<file path="src/rtl/jtopl_wrq.sv">
// Write queue and sequencer in front of the OPL register interface: buffers (register, value)
// pairs and replays each as an address-port write then a data-port write, honouring busy times.
module jtopl_wrq #(
    parameter int unsigned AW        = 3,
    parameter int unsigned ADDR_WAIT = 4,
    parameter int unsigned DATA_WAIT = 24
) (
    input  logic          clk,
    input  logic          rst,
    input  logic          cen,
    input  logic          push,
    input  logic [7:0]    push_reg,
    input  logic [7:0]    push_val,
    input  logic          flush,
    output logic          full,
    output logic          empty,
    output logic [AW:0]   level,
    output logic          lost,
    output logic          busy,
    output logic          write,
    output logic          addr,
    output logic [7:0]    dout
);

    localparam int unsigned Depth   = 2 ** AW;
    localparam int unsigned MaxWait = (ADDR_WAIT > DATA_WAIT) ? ADDR_WAIT : DATA_WAIT;
    localparam int unsigned CW      = (MaxWait > 0) ? $clog2(MaxWait + 1) : 1;

    typedef enum logic [1:0] {StIdle, StAddrWait, StDataWait} state_e;

    state_e          state_q, state_d;
    logic [15:0]     mem_q [Depth];
    logic [AW-1:0]   wr_ptr_q, wr_ptr_d, rd_ptr_q, rd_ptr_d;
    logic [AW:0]     level_q, level_d;
    logic            full_q, full_d, empty_q, empty_d, lost_q, lost_d;
    logic [CW-1:0]   cnt_q, cnt_d;
    logic [7:0]      hold_val_q, hold_val_d;
    logic            write_q, write_d, addr_q, addr_d, busy_q, busy_d;
    logic [7:0]      dout_q, dout_d;
    logic            push_ok, pop;
    logic [15:0]     head;

    assign head    = mem_q[rd_ptr_q];
    assign push_ok = push & ~full_q & ~flush;
    // A flush on the same edge discards the head instead of issuing it.
    assign pop     = (state_q == StIdle) & ~empty_q & ~flush;

    always_comb begin
        state_d    = state_q;
        cnt_d      = cnt_q;
        hold_val_d = hold_val_q;
        write_d    = 1'b0;
        addr_d     = addr_q;
        dout_d     = dout_q;
        unique case (state_q)
            StIdle: begin
                if (pop) begin
                    hold_val_d = head[7:0];
                    write_d    = 1'b1;
                    addr_d     = 1'b0;
                    dout_d     = head[15:8];
                    cnt_d      = CW'(ADDR_WAIT);
                    state_d    = StAddrWait;
                end
            end
            StAddrWait: begin
                if (cnt_q == '0) begin
                    write_d = 1'b1;
                    addr_d  = 1'b1;
                    dout_d  = hold_val_q;
                    cnt_d   = CW'(DATA_WAIT);
                    state_d = StDataWait;
                end else if (cen) begin
                    cnt_d = cnt_q - CW'(1);
                end
            end
            StDataWait: begin
                if (cnt_q == '0) begin
                    state_d = StIdle;
                end else if (cen) begin
                    cnt_d = cnt_q - CW'(1);
                end
            end
            default: state_d = StIdle;
        endcase
        busy_d = (state_d != StIdle);
    end

    always_comb begin
        wr_ptr_d = push_ok ? wr_ptr_q + 1'b1 : wr_ptr_q;
        rd_ptr_d = pop ? rd_ptr_q + 1'b1 : rd_ptr_q;
        level_d  = level_q;
        if (push_ok && !pop) begin
            level_d = level_q + 1'b1;
        end else if (!push_ok && pop) begin
            level_d = level_q - 1'b1;
        end
        // A dropped push marks loss even when a pop frees a slot on the same edge.
        lost_d = lost_q | (push & full_q);
        if (flush) begin
            wr_ptr_d = '0;
            rd_ptr_d = '0;
            level_d  = '0;
            lost_d   = 1'b0;
        end
        full_d  = (level_d == (AW + 1)'(Depth));
        empty_d = (level_d == '0);
    end

    always_ff @(posedge clk) begin
        if (push_ok) begin
            mem_q[wr_ptr_q] <= {push_reg, push_val};
        end
    end

    always_ff @(posedge clk) begin
        if (rst) begin
            state_q    <= StIdle;
            wr_ptr_q   <= '0;
            rd_ptr_q   <= '0;
            level_q    <= '0;
            full_q     <= 1'b0;
            empty_q    <= 1'b1;
            lost_q     <= 1'b0;
            cnt_q      <= '0;
            hold_val_q <= '0;
            write_q    <= 1'b0;
            addr_q     <= 1'b0;
            busy_q     <= 1'b0;
            dout_q     <= '0;
        end else begin
            state_q    <= state_d;
            wr_ptr_q   <= wr_ptr_d;
            rd_ptr_q   <= rd_ptr_d;
            level_q    <= level_d;
            full_q     <= full_d;
            empty_q    <= empty_d;
            lost_q     <= lost_d;
            cnt_q      <= cnt_d;
            hold_val_q <= hold_val_d;
            write_q    <= write_d;
            addr_q     <= addr_d;
            busy_q     <= busy_d;
            dout_q     <= dout_d;
        end
    end

    assign full  = full_q;
    assign empty = empty_q;
    assign level = level_q;
    assign lost  = lost_q;
    assign busy  = busy_q;
    assign write = write_q;
    assign addr  = addr_q;
    assign dout  = dout_q;

endmodule

</file>
<file path="config.mk">
export PLATFORM = sky130hd
export DESIGN_NAME = jtopl_wrq
export DESIGN_NICKNAME = d
export VERILOG_FILES = /design/src/rtl/jtopl_wrq.sv
export SDC_FILE = /design/constraint.sdc
export NUM_CORES = 1
export LEC_CHECK = 0
export CAP_MARGIN = 0
export CORE_UTILIZATION = 50
export CTS_CLUSTER_SIZE = 8
export DETAILED_ROUTE_END_ITERATION = 8
export PLACE_DENSITY_LB_ADDON = 0.12
export SYNTH_ARGS = -nofsm -noshare
export SYNTH_HDL_FRONTEND = slang
export SYNTH_SLANG_ARGS = --single-unit
</file>
<file path="constraint.sdc">
create_clock -name clk -period 3.9 [get_ports clk]
set_clock_uncertainty 0.1 [all_clocks]
set_input_delay 1.17 -clock clk [delete_from_list [all_inputs] [get_ports clk]]
set_output_delay 1.17 -clock clk [all_outputs]
set_load 0.01 [all_outputs]
</file>
Word level (Yosys, flattened, before mapping)
Memories as Yosys holds them, arrays and structs flattened. A register that Yosys moved wholly into a read port is not among the register bits.
Cells that the tools add are included.

word-level totals
  flip-flop bits (word level) = 39
  latch bits = 0
  bits in writable memories = 128
  memory bits (read-only) = 0
  bits of input ports = 21
  output and inout port bits = 18
  word-level logic and storage cells = 73
  memories = 1

memories
  name   depth  width  read ports  clocked after Yosys merged registers in  wr ports  RTL line  RTL
  mem_q  8      16     1           1                                        1         32        logic [15:0] mem_q [Depth];

cells by class
  add/sub/neg operators = 5
  multiply operators = 0
  div/mod/pow operators = 0
  order comparisons = 0
  eq/ne operators = 6
  shift operators = 0
  mux-type cells = 25
  bitwise gates (word level) = 9
  reductions and logical operators = 14

operators by type and width
  cell                                                  count
  2-to-1 mux 5 bit                                      4
  2-to-1 mux 8 bit                                      2
  one-hot mux 8 bit (2 select lines)                    1
  one-hot mux 5 bit (3 select lines)                    1
  2-to-1 mux 4 bit                                      3
  adder 3 x 1 -> 3 bit (second input constant)          2
  2-to-1 mux 1 bit                                      6
  2-to-1 mux 2 bit                                      3
  2-to-1 mux 3 bit                                      2
  != test 2 bit (second input constant)                 3
  one-hot mux 2 bit (3 select lines)                    1
  AND reduction 3 bit                                   2
  AND 1 bit                                             5
  zero test 5 bit                                       1
  subtractor 5 x 1 -> 5 bit (second input constant)     1
  adder 4 x 1 -> 4 bit (second input constant)          1
  equality test 4 bit (second input constant)           1
  zero test 4 bit                                       1
  one-hot mux 1 bit (2 select lines)                    2
  nonzero test 2 bit                                    2
  subtractor 4 x 1 -> 4 bit (second input constant)     1
  inverter 1 bit                                        3
  nonzero test 3 bit                                    1
  equality test 2 x 1 -> 1 bit (second input constant)  1
  other kinds (7)                                       9

Logic depth before layout (Yosys ltp)
  depth after elaboration = 9
  depth in mapped cells = 8
  gate-level depth less buffers = 7

Least setup slack after synthesis
No wires, ideal clock.

  path type = in2reg
  start = in push
  end = mem mem_q[0][0] (enable)
  library setup time = 0.409 ns
  arrival time = 2.883 ns
  required time = 3.391 ns
  path slack = 0.507 ns
  stages on the path = 4
  path buffers = 1
  path through = nand2b_1 buf_2 or3_1 nor3_1

on the way
  longest elaborated chain between the ends = 4

RTL lines
  item                                    RTL line  RTL
  from (decl)                             11        input logic push,
  AND 1 bit (2 in series)                 44        assign push_ok = push & ~full_q & ~flush;
  2-to-1 mux 1 bit                        111       if (push_ok) begin
  2-to-1 mux 1 bit (not written as such)  112       mem_q[wr_ptr_q] <= {push_reg, push_val};
  to (decl)                               32

No other way between the ends.

Worst setup path in the final report
  start = in push
  end = mem mem_q[6][10] (enable)

Same word-level chain as after synthesis.

==> reports/summary.md <==
The run gives 3629 as the vias after detailed routing. The tree is rooted in a sky130_fd_sc_hd__clkbuf_16. The count of nets left with antenna violations once routing finished came out at 0.

Post-CTS repair changed the size of 0 cells. Dividing the detail-routed wire length by the instance count gives 18.78 um. The worst setup path is captured at a flop. During I/O placement, the number of pins put on the boundary was 39.

The tool flagged a number of max-cap violations equal to 0. The detail-routed via count per cell is 5.457, and the detailed-router iteration count before antenna repair is 5. Based on the critical path, the design can be clocked at up to 0.3606 GHz. At the pin with the least slew margin, the transition time is 1.020 ns. The average instance in the mapped netlist occupies 16.15 um2. The first global-routing pass estimated 20.29 mm of wire. In this run the deepest clock path goes through 2 buffers. After filler insertion, the fill cell instance count of the layout stands at 1029.

At the end of routability-driven placement, the weighted congestion stood at 0.8009. For the finished layout, the period the worst path requires is 2.773 ns. Of the cells placed in the final design, the portion with a size suffix greater than 1 is 20.45%. Synthesis produced a netlist whose cell count is 428. The width of the chip came out at 119.6 um. In the layout the commonest cells are sky130_fd_sc_hd__edfxtp_1 (128), sky130_fd_sc_hd__nor2_1 (44), sky130_fd_sc_hd__dfxtp_1 (40).

The net count of the finished layout is 506. The overall routed net length was 12.49 mm. Start point of the worst hold path: lost. In this run the static leakage power is 0.002567 uW. The tools report the hold-critical path endpoint as lost. Slowest cell on the critical path: sky130_fd_sc_hd__clkdlybuf4s50_1. For this run, design rule violations remaining after detail routing come to 0.

The floorplan step defined a die boundary enclosing 14290 um2. Setup repair after global routing left no endpoint under its margin. The H-tree was split into 4 levels. The floorplan has 42 rows.

Grouping stages by cell kind, the critical path spends the most delay in simple AND/OR/NAND/NOR gates. STA classifies the critical path startpoint as an input port. Summing the sequential cell areas from Yosys gives 67.79% of the chip area. Setup slack on the worst reg-to-reg path comes out at 1.65 ns. For the sum of negative setup slack, the log shows 0 ns. Detailed placement finished with a half-perimeter wire length of 7.836 mm. Yosys mapped a number of flops with a built-in enable equal to 128. Post-route fraction of the period consumed by the critical path: 71.11%. For the worst-skew pair, the clock arrives at the later sink with an insertion delay of 0.43 ns. The flow ran to the end, and the final reports show no timing, DRC or antenna violations. The tools report the total clock buffers created by CTS as 17.

The number of global-route vias before repair was 3633; the total global routing overflow was 0. The tightest min-delay check is of the flop to flop type. The logs give 0 for the number of antenna violations at the first check in global routing and 7486 um2 for the placed standard-cell area. The share of the synthesized area in compound gates (AO/OA/AOI/OAI) was 6.029%. The library cell used most frequently in the layout, excluding fill and tap cells, is sky130_fd_sc_hd__edfxtp_1. The total count of max-transition violations in the final report came out at 0. When the netlist entered floorplanning its net count stood at 458. For this run, the total global-route usage over all layers was measured as 19.47%. The synthesized netlist occupies a cell area of 6910 um2. The critical path goes through clkdlybuf4s50_1 -> nand2b_1 -> or3_1 -> nor2_1 -> buf_4. The logs give 28 for the largest net degree at the start of global routing and 0.3566 mV for the peak supply drop. For this run, asynchronously set or reset flops after synthesis account for 0%.

Critical register-to-register path endpoint: dout[3]. The register area was 4687 um2. Once the floorplan was initialized, standard cells occupied 51.77% of the core.

The synthesized design contains 170 register bits. The number of cells on the worst reg-to-reg path is 4. The instance count along the most critical hold path was 2.

The largest single stage delay on the critical path is 0.49 ns. The run gives 0 as the number of post-CTS setup repair buffers. The count of final setup violators is 0, and the power per cell area is 487.5 nW/um2. Counting distinct cell types in the post-synthesis netlist gives 55. Of the total synthesized cell area, the portion taken by XOR and XNOR cells is 1.123%.

After Yosys synthesis, and, or, nand and nor cells account for 8.057% of the synthesized area. The top fanout value on the critical path is 16, and the number of failing hold endpoints at the final stage is 0. In this run the tightest slew margin relative to its limit is 31.94%.

After Yosys synthesis, full adders, half adders and majority gates account for 1.774% of the synthesized area. TritonCTS built the clock tree. In this run the vertical extent of the chip is 119.6 um. In this run, post-CTS hold repair placed 0 buffers.

Clock tree synthesis found a total of 170 sinks. After clock tree synthesis, the clock-pin slew on the worst setup and hold paths is 0.06 ns. The multiplexer share of the synthesized area is 12.76%. The commonest register cell after synthesis is sky130_fd_sc_hd__edfxtp_1. The class of the most critical setup path was input port to flop. The count of buffering cells on the critical path with inverters included is 2. The arrival time at the worst endpoint was 2.78 ns; the cell area after layout was 8060 um2. The first-iteration detailed-routing DRC count was 355; the total inserted antenna cells was 0. In the final layout, the multi-input gates occupy 2071 um2. The main combinational cell family by area after synthesis is multiplexers. The number of warning messages in the yosys log is 0. The tools report the worst hold slack across all endpoints as 0.3754 ns. In this run the tool buffered the top-level ports with 38 buffer cells. Standard cell core area: 13350 um2. From synthesis to final layout, the design area changed by 16.64%.

STA puts the critical path data required time at 3.90 ns.
## worst min-delay path, cell delays in order, from the launching register on
cell and delay, ns:
sky130_fd_sc_hd__dfxtp_1 0.33, sky130_fd_sc_hd__a21oi_1 0.04, sky130_fd_sc_hd__nor2_1 0.07
## power by group
group	switching [uW]	total, uW	internal, uW
clock network	694	1640	947
registers	32.9	2010	1980
logic	144	274	129
total	871	3930	3060
## cell type report
class / instances / share of cell area [%]
well taps: 176 / 2.732
multi-input cells: 228 / 25.69
clock inverters: 13 / 1.754
inverters: 8 / 0.3726
clock buffers: 19 / 5.371
flip-flops and latches: 170 / 58.15
repair buffers: 51 / 5.930
## cells by family (layout without fill, tap and decap cells)
| group | Yosys count | count (layout) |
|---|---|---|
| AO/OA/AOI/OAI | 58 | 58 |
| XOR/XNOR | 8 | 8 |
| adder cells (fa/ha/maj) | 10 | 10 |
| buffers and inverters | 30 | 91 |
| flip-flops | 170 | 170 |
| multiplexers | 48 | 48 |
| AND/OR/NAND/NOR | 104 | 104 |
## synthesized netlist by cell type (all sizes together), types with 4 or more instances
cell type / count / share of area, %
o21ai: 16 / 1.2
buf: 17 / 1.8
ha: 9 / 1.6
a21oi: 12 / 0.92
xor2: 4 / 0.51
xnor2: 4 / 0.62
nor2: 44 / 2.4
clkbuf: 5 / 0.27
mux2i: 15 / 2.2
mux4: 32 / 10
a211oi: 17 / 2.4
edfxtp: 128 / 56
dfxtp: 42 / 12
nand2b: 7 / 0.63
inv: 8 / 0.43
nand2: 11 / 0.60
nand3: 7 / 0.51
nor3: 14 / 1.0
## registers in the layout (all words and copies together) (netlist names), named ones only
signal	count
cnt_q	5
empty	1
hold_val_q	8
rd_ptr_q	3
busy	1
write	1
dout	8
lost	1
level	4
addr	1
state_q	2
mem_q	128
full	1
wr_ptr_q	3
## worst max path at each step
stage               cells past startpoint      endpoint  startpoint
floorplan                               4   mem_q[0][0]        push
global placement                        5  mem_q[4][10]        push
detailed placement                      5  mem_q[0][10]        push
CTS                                     1         empty       empty
global route                            5   mem_q[0][8]        push
finish                                  5  mem_q[6][10]        push
## per-layer routing
layer  GRT usage, %  share of wire [%]  vias up
met4          5.391               0.94        0
met2          31.03                 50       63
met1          26.29                 46     1802
li1               -                  -     1752
met5              0                  0        -
met3          5.513                3.4       12
## metrics by stage
| stage | total power, uW | utilization [%] | cells | setup slack, ns |
|---|---|---|---|---|
| finish | 3929 | 60.39 | 665 | 1.127 |
| global route | 4071 | 60.39 | 665 | 1.048 |
| detailed placement | 2330 | 56.08 | 633 | 0.6923 |
| global placement | 2325 | 56.08 | 633 | 0.7141 |
| floorplan | 2220 | - | 428 | 0.5074 |
| CTS | 3967 | 60.39 | 665 | 1.129 |
Power figures use the tool's default switching activity.
